<file path="src/rtl/alu_cmd_issuer_if.sv">
// Command / ALU operand / result bundle for the ALU command issuer.
// The issuer owns the master modport; the command source, ALU and result consumer see the slave side.
interface alu_cmd_issuer_if #(
    parameter int DATA_W = 8,
    parameter int SEL_W  = 4
);
    logic              cmd_valid;
    logic              cmd_ready;
    logic [DATA_W-1:0] cmd_a;
    logic [DATA_W-1:0] cmd_b;
    logic [SEL_W-1:0]  cmd_sel;

    logic [DATA_W-1:0] alu_a;
    logic [DATA_W-1:0] alu_b;
    logic [SEL_W-1:0]  alu_sel;
    logic [DATA_W-1:0] alu_result;

    logic              res_valid;
    logic              res_ready;
    logic [DATA_W-1:0] res_data;
    logic [SEL_W-1:0]  res_sel;

    logic [15:0]       op_count;
    logic              busy;

    modport master (
        input  cmd_valid, cmd_a, cmd_b, cmd_sel, alu_result, res_ready,
        output cmd_ready, alu_a, alu_b, alu_sel, res_valid, res_data, res_sel,
               op_count, busy
    );

    modport slave (
        output cmd_valid, cmd_a, cmd_b, cmd_sel, alu_result, res_ready,
        input  cmd_ready, alu_a, alu_b, alu_sel, res_valid, res_data, res_sel,
               op_count, busy
    );
endinterface

</file>
<file path="src/rtl/alu_cmd_issuer.sv">
// Queues ALU commands, drives one at a time into an external combinational ALU,
// and returns each captured result with its select code over a valid/ready channel.
module alu_cmd_issuer #(
    parameter int DATA_W     = 8,
    parameter int SEL_W      = 4,
    parameter int FIFO_DEPTH = 4
) (
    input  logic              clk,
    input  logic              rst_n,
    alu_cmd_issuer_if.master  bus_if
);
    localparam int PTR_W = $clog2(FIFO_DEPTH);
    localparam logic [PTR_W:0] DEPTH_CNT = (PTR_W+1)'(FIFO_DEPTH);

    typedef struct packed {
        logic [SEL_W-1:0]  sel;
        logic [DATA_W-1:0] a;
        logic [DATA_W-1:0] b;
    } cmd_t;

    typedef enum logic [1:0] {IDLE, EXEC, RESP} state_t;

    state_t            state_q;
    cmd_t              mem_q [FIFO_DEPTH];
    logic [PTR_W-1:0]  wr_ptr_q, rd_ptr_q;
    logic [PTR_W:0]    count_q, count_d;
    logic [DATA_W-1:0] alu_a_q, alu_b_q, res_data_q;
    logic [SEL_W-1:0]  alu_sel_q, res_sel_q;
    logic              res_valid_q;
    logic [15:0]       op_count_q;

    logic full, empty, push, pop, res_fire;
    cmd_t head;

    assign full     = (count_q == DEPTH_CNT);
    assign empty    = (count_q == '0);
    assign head     = mem_q[rd_ptr_q];
    assign push     = bus_if.cmd_valid && bus_if.cmd_ready;
    assign res_fire = (state_q == RESP) && res_valid_q && bus_if.res_ready;
    // A pop always coincides with an operand load, either from IDLE or on the
    // accepting edge of RESP so back-to-back commands skip the IDLE cycle.
    assign pop      = !empty && ((state_q == IDLE) || res_fire);

    always_comb begin
        count_d = count_q;
        case ({push, pop})
            2'b10:   count_d = count_q + 1'b1;
            2'b01:   count_d = count_q - 1'b1;
            default: count_d = count_q;
        endcase
    end

    // Storage needs no reset: occupancy is tracked by the pointers and count.
    always_ff @(posedge clk) begin
        if (push) mem_q[wr_ptr_q] <= '{sel: bus_if.cmd_sel, a: bus_if.cmd_a, b: bus_if.cmd_b};
    end

    always_ff @(posedge clk or negedge rst_n) begin
        if (!rst_n) begin
            state_q     <= IDLE;
            wr_ptr_q    <= '0;
            rd_ptr_q    <= '0;
            count_q     <= '0;
            alu_a_q     <= '0;
            alu_b_q     <= '0;
            alu_sel_q   <= '0;
            res_data_q  <= '0;
            res_sel_q   <= '0;
            res_valid_q <= 1'b0;
            op_count_q  <= '0;
        end else begin
            count_q <= count_d;
            if (push) wr_ptr_q <= wr_ptr_q + PTR_W'(1);
            if (pop)  rd_ptr_q <= rd_ptr_q + PTR_W'(1);

            case (state_q)
                IDLE: begin
                    if (!empty) begin
                        alu_a_q   <= head.a;
                        alu_b_q   <= head.b;
                        alu_sel_q <= head.sel;
                        state_q   <= EXEC;
                    end
                end
                EXEC: begin
                    res_data_q  <= bus_if.alu_result;
                    res_sel_q   <= alu_sel_q;
                    res_valid_q <= 1'b1;
                    state_q     <= RESP;
                end
                RESP: begin
                    if (res_fire) begin
                        res_valid_q <= 1'b0;
                        op_count_q  <= op_count_q + 16'd1;
                        if (!empty) begin
                            alu_a_q   <= head.a;
                            alu_b_q   <= head.b;
                            alu_sel_q <= head.sel;
                            state_q   <= EXEC;
                        end else begin
                            state_q   <= IDLE;
                        end
                    end
                end
                default: state_q <= IDLE;
            endcase
        end
    end

    assign bus_if.cmd_ready = rst_n && !full;
    assign bus_if.alu_a     = alu_a_q;
    assign bus_if.alu_b     = alu_b_q;
    assign bus_if.alu_sel   = alu_sel_q;
    assign bus_if.res_valid = res_valid_q;
    assign bus_if.res_data  = res_data_q;
    assign bus_if.res_sel   = res_sel_q;
    assign bus_if.op_count  = op_count_q;
    assign bus_if.busy      = (state_q != IDLE) || !empty;
endmodule

</file>
<file path="src/flat_wrapper.sv">
// flat-port wrapper written by rule: the top's interface ports become plain ports
module alu_cmd_issuer_flat 
#(
    parameter int DATA_W     = 8,
    parameter int SEL_W      = 4,
    parameter int FIFO_DEPTH = 4
)
  (clk, rst_n, bus_if_cmd_valid, bus_if_cmd_a, bus_if_cmd_b, bus_if_cmd_sel, bus_if_alu_result, bus_if_res_ready, bus_if_cmd_ready, bus_if_alu_a, bus_if_alu_b, bus_if_alu_sel, bus_if_res_valid, bus_if_res_data, bus_if_res_sel, bus_if_op_count, bus_if_busy);
  alu_cmd_issuer_if #(.DATA_W(DATA_W), .SEL_W(SEL_W)) bus_if_i ();
  input  logic clk;
  input  logic rst_n;
  input wire logic [$bits(bus_if_i.cmd_valid)-1:0] bus_if_cmd_valid;
  input wire logic [$bits(bus_if_i.cmd_a)-1:0] bus_if_cmd_a;
  input wire logic [$bits(bus_if_i.cmd_b)-1:0] bus_if_cmd_b;
  input wire logic [$bits(bus_if_i.cmd_sel)-1:0] bus_if_cmd_sel;
  input wire logic [$bits(bus_if_i.alu_result)-1:0] bus_if_alu_result;
  input wire logic [$bits(bus_if_i.res_ready)-1:0] bus_if_res_ready;
  output wire logic [$bits(bus_if_i.cmd_ready)-1:0] bus_if_cmd_ready;
  output wire logic [$bits(bus_if_i.alu_a)-1:0] bus_if_alu_a;
  output wire logic [$bits(bus_if_i.alu_b)-1:0] bus_if_alu_b;
  output wire logic [$bits(bus_if_i.alu_sel)-1:0] bus_if_alu_sel;
  output wire logic [$bits(bus_if_i.res_valid)-1:0] bus_if_res_valid;
  output wire logic [$bits(bus_if_i.res_data)-1:0] bus_if_res_data;
  output wire logic [$bits(bus_if_i.res_sel)-1:0] bus_if_res_sel;
  output wire logic [$bits(bus_if_i.op_count)-1:0] bus_if_op_count;
  output wire logic [$bits(bus_if_i.busy)-1:0] bus_if_busy;
  assign bus_if_i.cmd_valid = bus_if_cmd_valid;
  assign bus_if_i.cmd_a = bus_if_cmd_a;
  assign bus_if_i.cmd_b = bus_if_cmd_b;
  assign bus_if_i.cmd_sel = bus_if_cmd_sel;
  assign bus_if_i.alu_result = bus_if_alu_result;
  assign bus_if_i.res_ready = bus_if_res_ready;
  assign bus_if_cmd_ready = bus_if_i.cmd_ready;
  assign bus_if_alu_a = bus_if_i.alu_a;
  assign bus_if_alu_b = bus_if_i.alu_b;
  assign bus_if_alu_sel = bus_if_i.alu_sel;
  assign bus_if_res_valid = bus_if_i.res_valid;
  assign bus_if_res_data = bus_if_i.res_data;
  assign bus_if_res_sel = bus_if_i.res_sel;
  assign bus_if_op_count = bus_if_i.op_count;
  assign bus_if_busy = bus_if_i.busy;
  alu_cmd_issuer #(.DATA_W(DATA_W), .SEL_W(SEL_W), .FIFO_DEPTH(FIFO_DEPTH)) u_core (.clk(clk), .rst_n(rst_n), .bus_if(bus_if_i));
endmodule
</file>
<file path="config.mk">
export PLATFORM = sky130hd
export DESIGN_NAME = alu_cmd_issuer_flat
export DESIGN_NICKNAME = d
export VERILOG_FILES = /design/src/rtl/alu_cmd_issuer_if.sv /design/src/rtl/alu_cmd_issuer.sv /design/src/flat_wrapper.sv
export SDC_FILE = /design/constraint.sdc
export NUM_CORES = 1
export LEC_CHECK = 0
export ABC_AREA = 1
export BUFFER_PORTS_ARGS = -buffer_cell sky130_fd_sc_hd__buf_2
export CORE_ASPECT_RATIO = 2
export CORE_MARGIN = 2
export CORE_UTILIZATION = 61
export DETAILED_ROUTE_END_ITERATION = 12
export HOLD_SLACK_MARGIN = 0.12
export PLACE_DENSITY_LB_ADDON = 0.25
export SLEW_MARGIN = 40
export SYNTH_ARGS = -nofsm -noshare
export SYNTH_HDL_FRONTEND = slang
export SYNTH_SLANG_ARGS = --single-unit
</file>
<file path="constraint.sdc">
create_clock -name clk -period 4.8 [get_ports clk]
set_input_delay 0 -clock clk [delete_from_list [all_inputs] [get_ports clk]]
set_output_delay 0 -clock clk [all_outputs]
set_load 0.05 [all_outputs]
</file>
# Yosys cells after proc, flatten, opt, wreduce, memory -nomap -nowiden
# Memory sizes are Yosys's and may differ from the RTL's.
# Index checks and enable logic that the tools add are counted.
# Widths: inputs -> output; s select.
[word_totals] reg_bits=58 mem_bits_rw=80 in_bits=32 elab_cells=61 n_memories=1
[memory_table] name="u_core.mem_q" depth=4 word_bits=20 read_ports=1 rd_ports_with_merged_regs=0 wr=1 line_no="alu_cmd_issuer.sv:24" rtl="cmd_t mem_q [FIFO_DEPTH];"
[classes] add_sub_neg=5 eq_ne=7 mux=18 n_reduce_logical=19
[op_table] op="$mux 8" count=4
[op_table] op="$pmux 8 s2" count=2
[op_table] op="$add 16x1->16 const B" count=1
[op_table] op="$mux 4" count=2
[op_table] op="$pmux 4 s2" count=1
[op_table] op="$reduce_and 2->1" count=4
[op_table] op="$reduce_bool 2->1" count=4
[op_table] op="$pmux 2 s3" count=1
[op_table] op="$pmux 3 s2" count=1
[op_table] op="$logic_and 1x1->1" count=5
[op_table] op="$add 2x1->2 const B" count=2
[op_table] op="$eq 2x1->1 const B" count=2
[op_table] op="$eq 2x2->1 const B" count=2
[op_table] op="$mux 1" count=4
[op_table] op="$mux 2" count=2
[op_table] op="$add 3x1->3 const B" count=1
[op_table] op="$eq 3x3->1 const B" count=1
[op_table] op="$logic_not 3->1" count=1
[op_table] op="$sub 3x1->3 const B" count=1
[op_table] op="$logic_not 1->1" count=2
[op_table] op="$logic_not 2->1" count=1
[op_table] op="$logic_or 1x1->1" count=2
[op_table] op="$ne 2x1->1 const B" count=1
[op_table] op="$ne 2x2->1 const B" count=1
[op_table] op="$pmux 1 s2" count=1

# Longest topological paths before layout
[depth] ltp_word=7 depth_mapped=13 ltp_nobuf=12

# Least setup slack after synthesis
# No wires, ideal clock.
[synth_path] kind="reg2reg" startpoint="reg u_core.count_q[0]" endpoint="mem u_core.mem_q[0][0] in the netlist's numbering, enable pin" arrival_time_ns=2.240 setup_slack_ns=2.163 path_stages_with_launch=5 period_less_slack_ns=2.637 cell_sequence="dfrtp_1 > nor2_1 > a21boi_2 > nand2_1 > nor2_1"
[synth_between] elab_chain_cells=6
[synth_rtl] item="start: declaration" line_no="alu_cmd_issuer.sv:26" rtl="logic [PTR_W:0] count_q, count_d;"
[synth_rtl] item="start signal: assignment" line_no="alu_cmd_issuer.sv:72" rtl="count_q <= count_d;"
[synth_rtl] item="$eq 3x3->1" line_no="alu_cmd_issuer.sv:35" rtl="assign full = (count_q == DEPTH_CNT);"
[synth_rtl] item="$logic_not 1->1" line_no="alu_cmd_issuer.sv:110" rtl="assign bus_if.cmd_ready = rst_n && !full;"
[synth_rtl] item="$logic_and 1x1->1" line_no="alu_cmd_issuer.sv:110"
[synth_rtl] item="net bus_if_cmd_ready" line_no="flat_wrapper.sv:18" rtl="output wire logic [$bits(bus_if_i.cmd_ready)-1:0] bus_if_cmd_ready;"
[synth_rtl] item="$logic_and 1x1->1" line_no="alu_cmd_issuer.sv:38" rtl="assign push = bus_if.cmd_valid && bus_if.cmd_ready;"
[synth_rtl] item="$mux 1" line_no="alu_cmd_issuer.sv:55" rtl="if (push) mem_q[wr_ptr_q] <= '{sel: bus_if.cmd_sel, a: bus_if.cmd_a, b: bus_if.cmd_b};"
[synth_rtl] item="$mux 1 (implied by the code)" line_no="alu_cmd_issuer.sv:55"
[synth_rtl] item="end: declaration" line_no="alu_cmd_issuer.sv:24"
# The timed path passes the listed nets, and every way through them passes these cells.

# Worst setup path in the final report
[layout_path] startpoint="reg u_core.state_q[1]" endpoint="reg u_core.count_q[2]"
[layout_between] elab_chain_cells=7 elab_cells_between_ends=10
[layout_rtl] item="start: declaration" line_no="alu_cmd_issuer.sv:23" rtl="state_t state_q;"
[layout_rtl] item="start signal: assignment" line_no="alu_cmd_issuer.sv:60" rtl="state_q <= IDLE;"
[layout_rtl] item="start signal: assignment" line_no="alu_cmd_issuer.sv:82" rtl="state_q <= EXEC;"
[layout_rtl] item="start signal: assignment" line_no="alu_cmd_issuer.sv:89" rtl="state_q <= RESP;"
[layout_rtl] item="$eq 2x2->1" line_no="alu_cmd_issuer.sv:39" rtl="assign res_fire = (state_q == RESP) && res_valid_q && bus_if.res_ready;"
[layout_rtl] item="$logic_and 1x1->1 (2 in a row)" line_no="alu_cmd_issuer.sv:39"
[layout_rtl] item="$logic_or 1x1->1 *" line_no="alu_cmd_issuer.sv:42" rtl="assign pop = !empty && ((state_q == IDLE) || res_fire);"
[layout_rtl] item="$logic_and 1x1->1 *" line_no="alu_cmd_issuer.sv:42"
[layout_rtl] item="$eq 2x1->1 or $eq 2x2->1 (tied branches)" line_no="alu_cmd_issuer.sv:46" rtl="case ({push, pop})"
[layout_rtl] item="$pmux 3 s2 or $reduce_bool 2->1 (tied branches)"
# Every way passes the cells marked *; elsewhere a longest branch is shown, timed or not.
# A chain may end at the register's enable or synchronous reset.

==> flow_metrics.env <==
export IMPL_netSwitchingFraction_pct=42.68
export IMPL_post_place_ws_ps=2444
export IMPL_finalCritPeriodShare_pct=48.83
export IMPL_final_common_cell="nand2_1"
export IMPL_maxCapViolations=0
export IMPL_numCtsBuffers=17
export IMPL_antenna_found_initial=0
export IMPL_grtUsageTotal_pct=25.57
export IMPL_io_buffers=82
export IMPL_netSwitchingPower_uw=2047
export IMPL_required_ps=5130
export IMPL_cts_root_buffer="clkbuf_16"
export IMPL_status="finished clean"
export IMPL_rows=49
export IMPL_intPower_uw=2750
export IMPL_async_flop_share_pct=42.03
export IMPL_initial_core_util_pct=62.46
export IMPL_rr_endpoint="u_core.count_q[2]"
export IMPL_leakagePower_uw=0.002973
export IMPL_synth_area_per_cell_um2=11.24
export IMPL_power_total_uw=4797
export IMPL_die_area_um2=10060
export IMPL_p_clk_share_pct=25.5
export IMPL_cts_resized=0
export IMPL_ys_seq_elements=138
export IMPL_synth_top_cells_by_area="edfxtp_1 43%, dfrtp_1 26%, nand2_1 6.5%"
export IMPL_core_um2=9012
export IMPL_dpl_hpwl_mm=7.685
export IMPL_die_w_um=71.93
export IMPL_rsz0062_at_grt="false"
export IMPL_crit_type="reg2reg"
export IMPL_final_setup_tns_ps=0
export IMPL_synth_top_area_cell="edfxtp_1"
export IMPL_routed_wl_mm=11.89
export IMPL_cts_buffer_depth=2
export IMPL_cts_tree="yes"
export IMPL_fin_ws_ps=2456
export IMPL_fin_skew_ps=7.685
export IMPL_routed_via_density=5.442
export IMPL_synth_nets=540
export IMPL_cp_max_fo=28
export IMPL_synth_warning_count=0
export IMPL_h_tree_depth=4
export IMPL_powerDensity_nw_per_um2=685.8
export IMPL_hold_viol=0
export IMPL_synth_top_area_share_pct=42.68
export IMPL_area_delta_synth_final_pct=24.27
export IMPL_seqPwrFrac_pct=36.1
export IMPL_grt_ovfl_total=0
export IMPL_cp_start_kind="flop"
export IMPL_grt_max_degree=60
export IMPL_syn_area_um2=5629
export IMPL_fmax_ghz=0.4266
export IMPL_ant_nets=0
export IMPL_drtIter0Drc=167
export IMPL_critPathLaunch="u_core.state_q[1]"
export IMPL_slew_violations=0
export IMPL_final_min_clock_period_ps=2344
export IMPL_finalSetupViolations=0
export IMPL_rrSetupSlack_ps=2460
export IMPL_grt_pass1_wl_mm=19.20
export IMPL_synth_cell_types=29
export IMPL_holdWs_ps=254.9
export IMPL_cts_num_sinks=138
export IMPL_syn_inst=501
export IMPL_synth_flop_cell="edfxtp_1"
export IMPL_end_kind="flop"
export IMPL_globalplace_congestion=0.9897
export IMPL_worst_pin_slew_ps=727.0
export IMPL_grt_pass1_vias=4041
export IMPL_route_detailed_drc=0
export IMPL_slew_headroom_pct=51.53
export IMPL_layout_nets=660
export IMPL_synth_edf_count=80
export IMPL_regToRegStartpoint="u_core.state_q[1]"
export IMPL_drive_above_1_share_pct=21.29
export IMPL_ir_worst_vdd_uv=438.6
export IMPL_wire_per_inst_um=16.15
export IMPL_seq_area_frac_synth_pct=68.46
export IMPL_hp_class="in2async"
export IMPL_die_h_um=139.9
export IMPL_crit_arrival_ps=2680
export IMPL_final_cell_mix="98 x nand2_1, 82 x buf_2, 81 x nor2_1"
export IMPL_n_antenna_cell=0
export IMPL_num_vias=4005
export IMPL_worstSkewPairLatency_ps=410
export IMPL_worst_r2r_cell_count=12
export IMPL_combinationalPowerShare_pct=38.4
export IMPL_clkTransAtPathRegs_ps=60
export IMPL_drtPass1Iterations=4
export IMPL_ioPinCount=83
==> cell usage after synthesis, types with 4 or more instances <==
cell type / number
nand2_1: 98
nor2_1: 81
edfxtp_1: 80
o21ai_0: 65
dfrtp_1: 58
inv_1: 33
o22ai_1: 16
buf_2: 8
mux2_2: 8
xor2_1: 7
clkbuf_1: 6
ha_1: 6
nand3_1: 6
nand4_1: 6
xnor2_1: 4
==> how the worst max path moves through the flow <==
| stage | end | slack (ps) | depth (start not counted) |
|---|---|---|---|
| floorplan | u_core.mem_q[0][0] | 2160 | 4 |
| global placement | u_core.count_q[2] | 2560 | 12 |
| detailed placement | u_core.count_q[2] | 2440 | 12 |
| CTS | u_core.count_q[2] | 2440 | 12 |
| global route | u_core.count_q[2] | 2190 | 11 |
| finish | u_core.count_q[2] | 2460 | 12 |
==> layout make-up <==
cell class,instances,area (µm²)
clock buffers,17,425.4
clock inverters,15,141.4
fillers,613,2017
inverters,34,127.6
multi-input cells,311,1554
flip-flops and latches,138,3854
well taps,102,127.6
repair buffers,119,765.7
==> flip-flops by register name (all words and copies together), names as in the netlist <==
signal and cells:
u_core.bus_if.alu_a 8, u_core.count_q 3, u_core.state_q 2, u_core.rd_ptr_q 2
u_core.wr_ptr_q 2, u_core.bus_if.res_valid 1, u_core.bus_if.res_sel 4, u_core.mem_q 80
u_core.bus_if.alu_sel 4, u_core.bus_if.op_count 16, u_core.bus_if.res_data 8, u_core.bus_if.alu_b 8
==> power by group through the flow <==
stage | Clock, µW | Combinational (µW) | Sequential, µW
6_report | 1230 | 1840 | 1730
3_3_place_gp | 0 | 1770 | 1740
3_5_place_dp | 0 | 1820 | 1750
2_1_floorplan | 0 | 886 | 2250
5_1_grt | 1300 | 2020 | 1760
4_1_cts | 1240 | 1850 | 1730
==> stage by stage <==
step,cells,area [µm²],utilization (%)
3_5_place_dp,673,6118,67.89
2_1_floorplan,501,5629,-
4_1_cts,736,6995,77.62
5_1_grt,736,6995,77.62
6_report,736,6995,77.62
3_3_place_gp,673,6118,67.89
==> critical path, cell delays in order, from the launching register on <==
cell and delay (ps):
dfrtp_1 380, inv_1 90, nor2_1 80, nand2_2 100, nand2_4 130, nor2_4 470, ha_1 240, inv_1 70
fa_1 380, nor2_1 110, nor2_1 40, nand2_1 70, xnor2_1 110
==> repair_timing <==
item,4_1_cts,5_1_grt
hold endpoints to repair,151,0
buffers inserted,0,0
setup endpoints to repair,0,0
hold buffers,31,0
==> logic make-up (layout without fill, tap and decap cells) <==
logic type,count (synthesis),after routing,share of synthesized area (%)
AO/OA/AOI/OAI,85,85,8.024
XOR/XNOR,11,11,1.711
adder cells (fa/ha/maj),7,7,1.689
buffers and inverters,52,185,3.934
flip-flops,138,138,68.46
multiplexers,8,8,1.600
AND/OR/NAND/NOR,200,200,14.58
==> layer usage <==
metal / wire length, µm / vias up / GRT usage, %
met5: 0 / - / 0
met4: 324 / 0 / 12.41
met3: 585 / 25 / 6.517
met2: 6867 / 134 / 45.66
met1: 4109 / 1917 / 27.19
li1: - / 1929 / -
No activity file was read; power rests on OpenSTA's default activity.
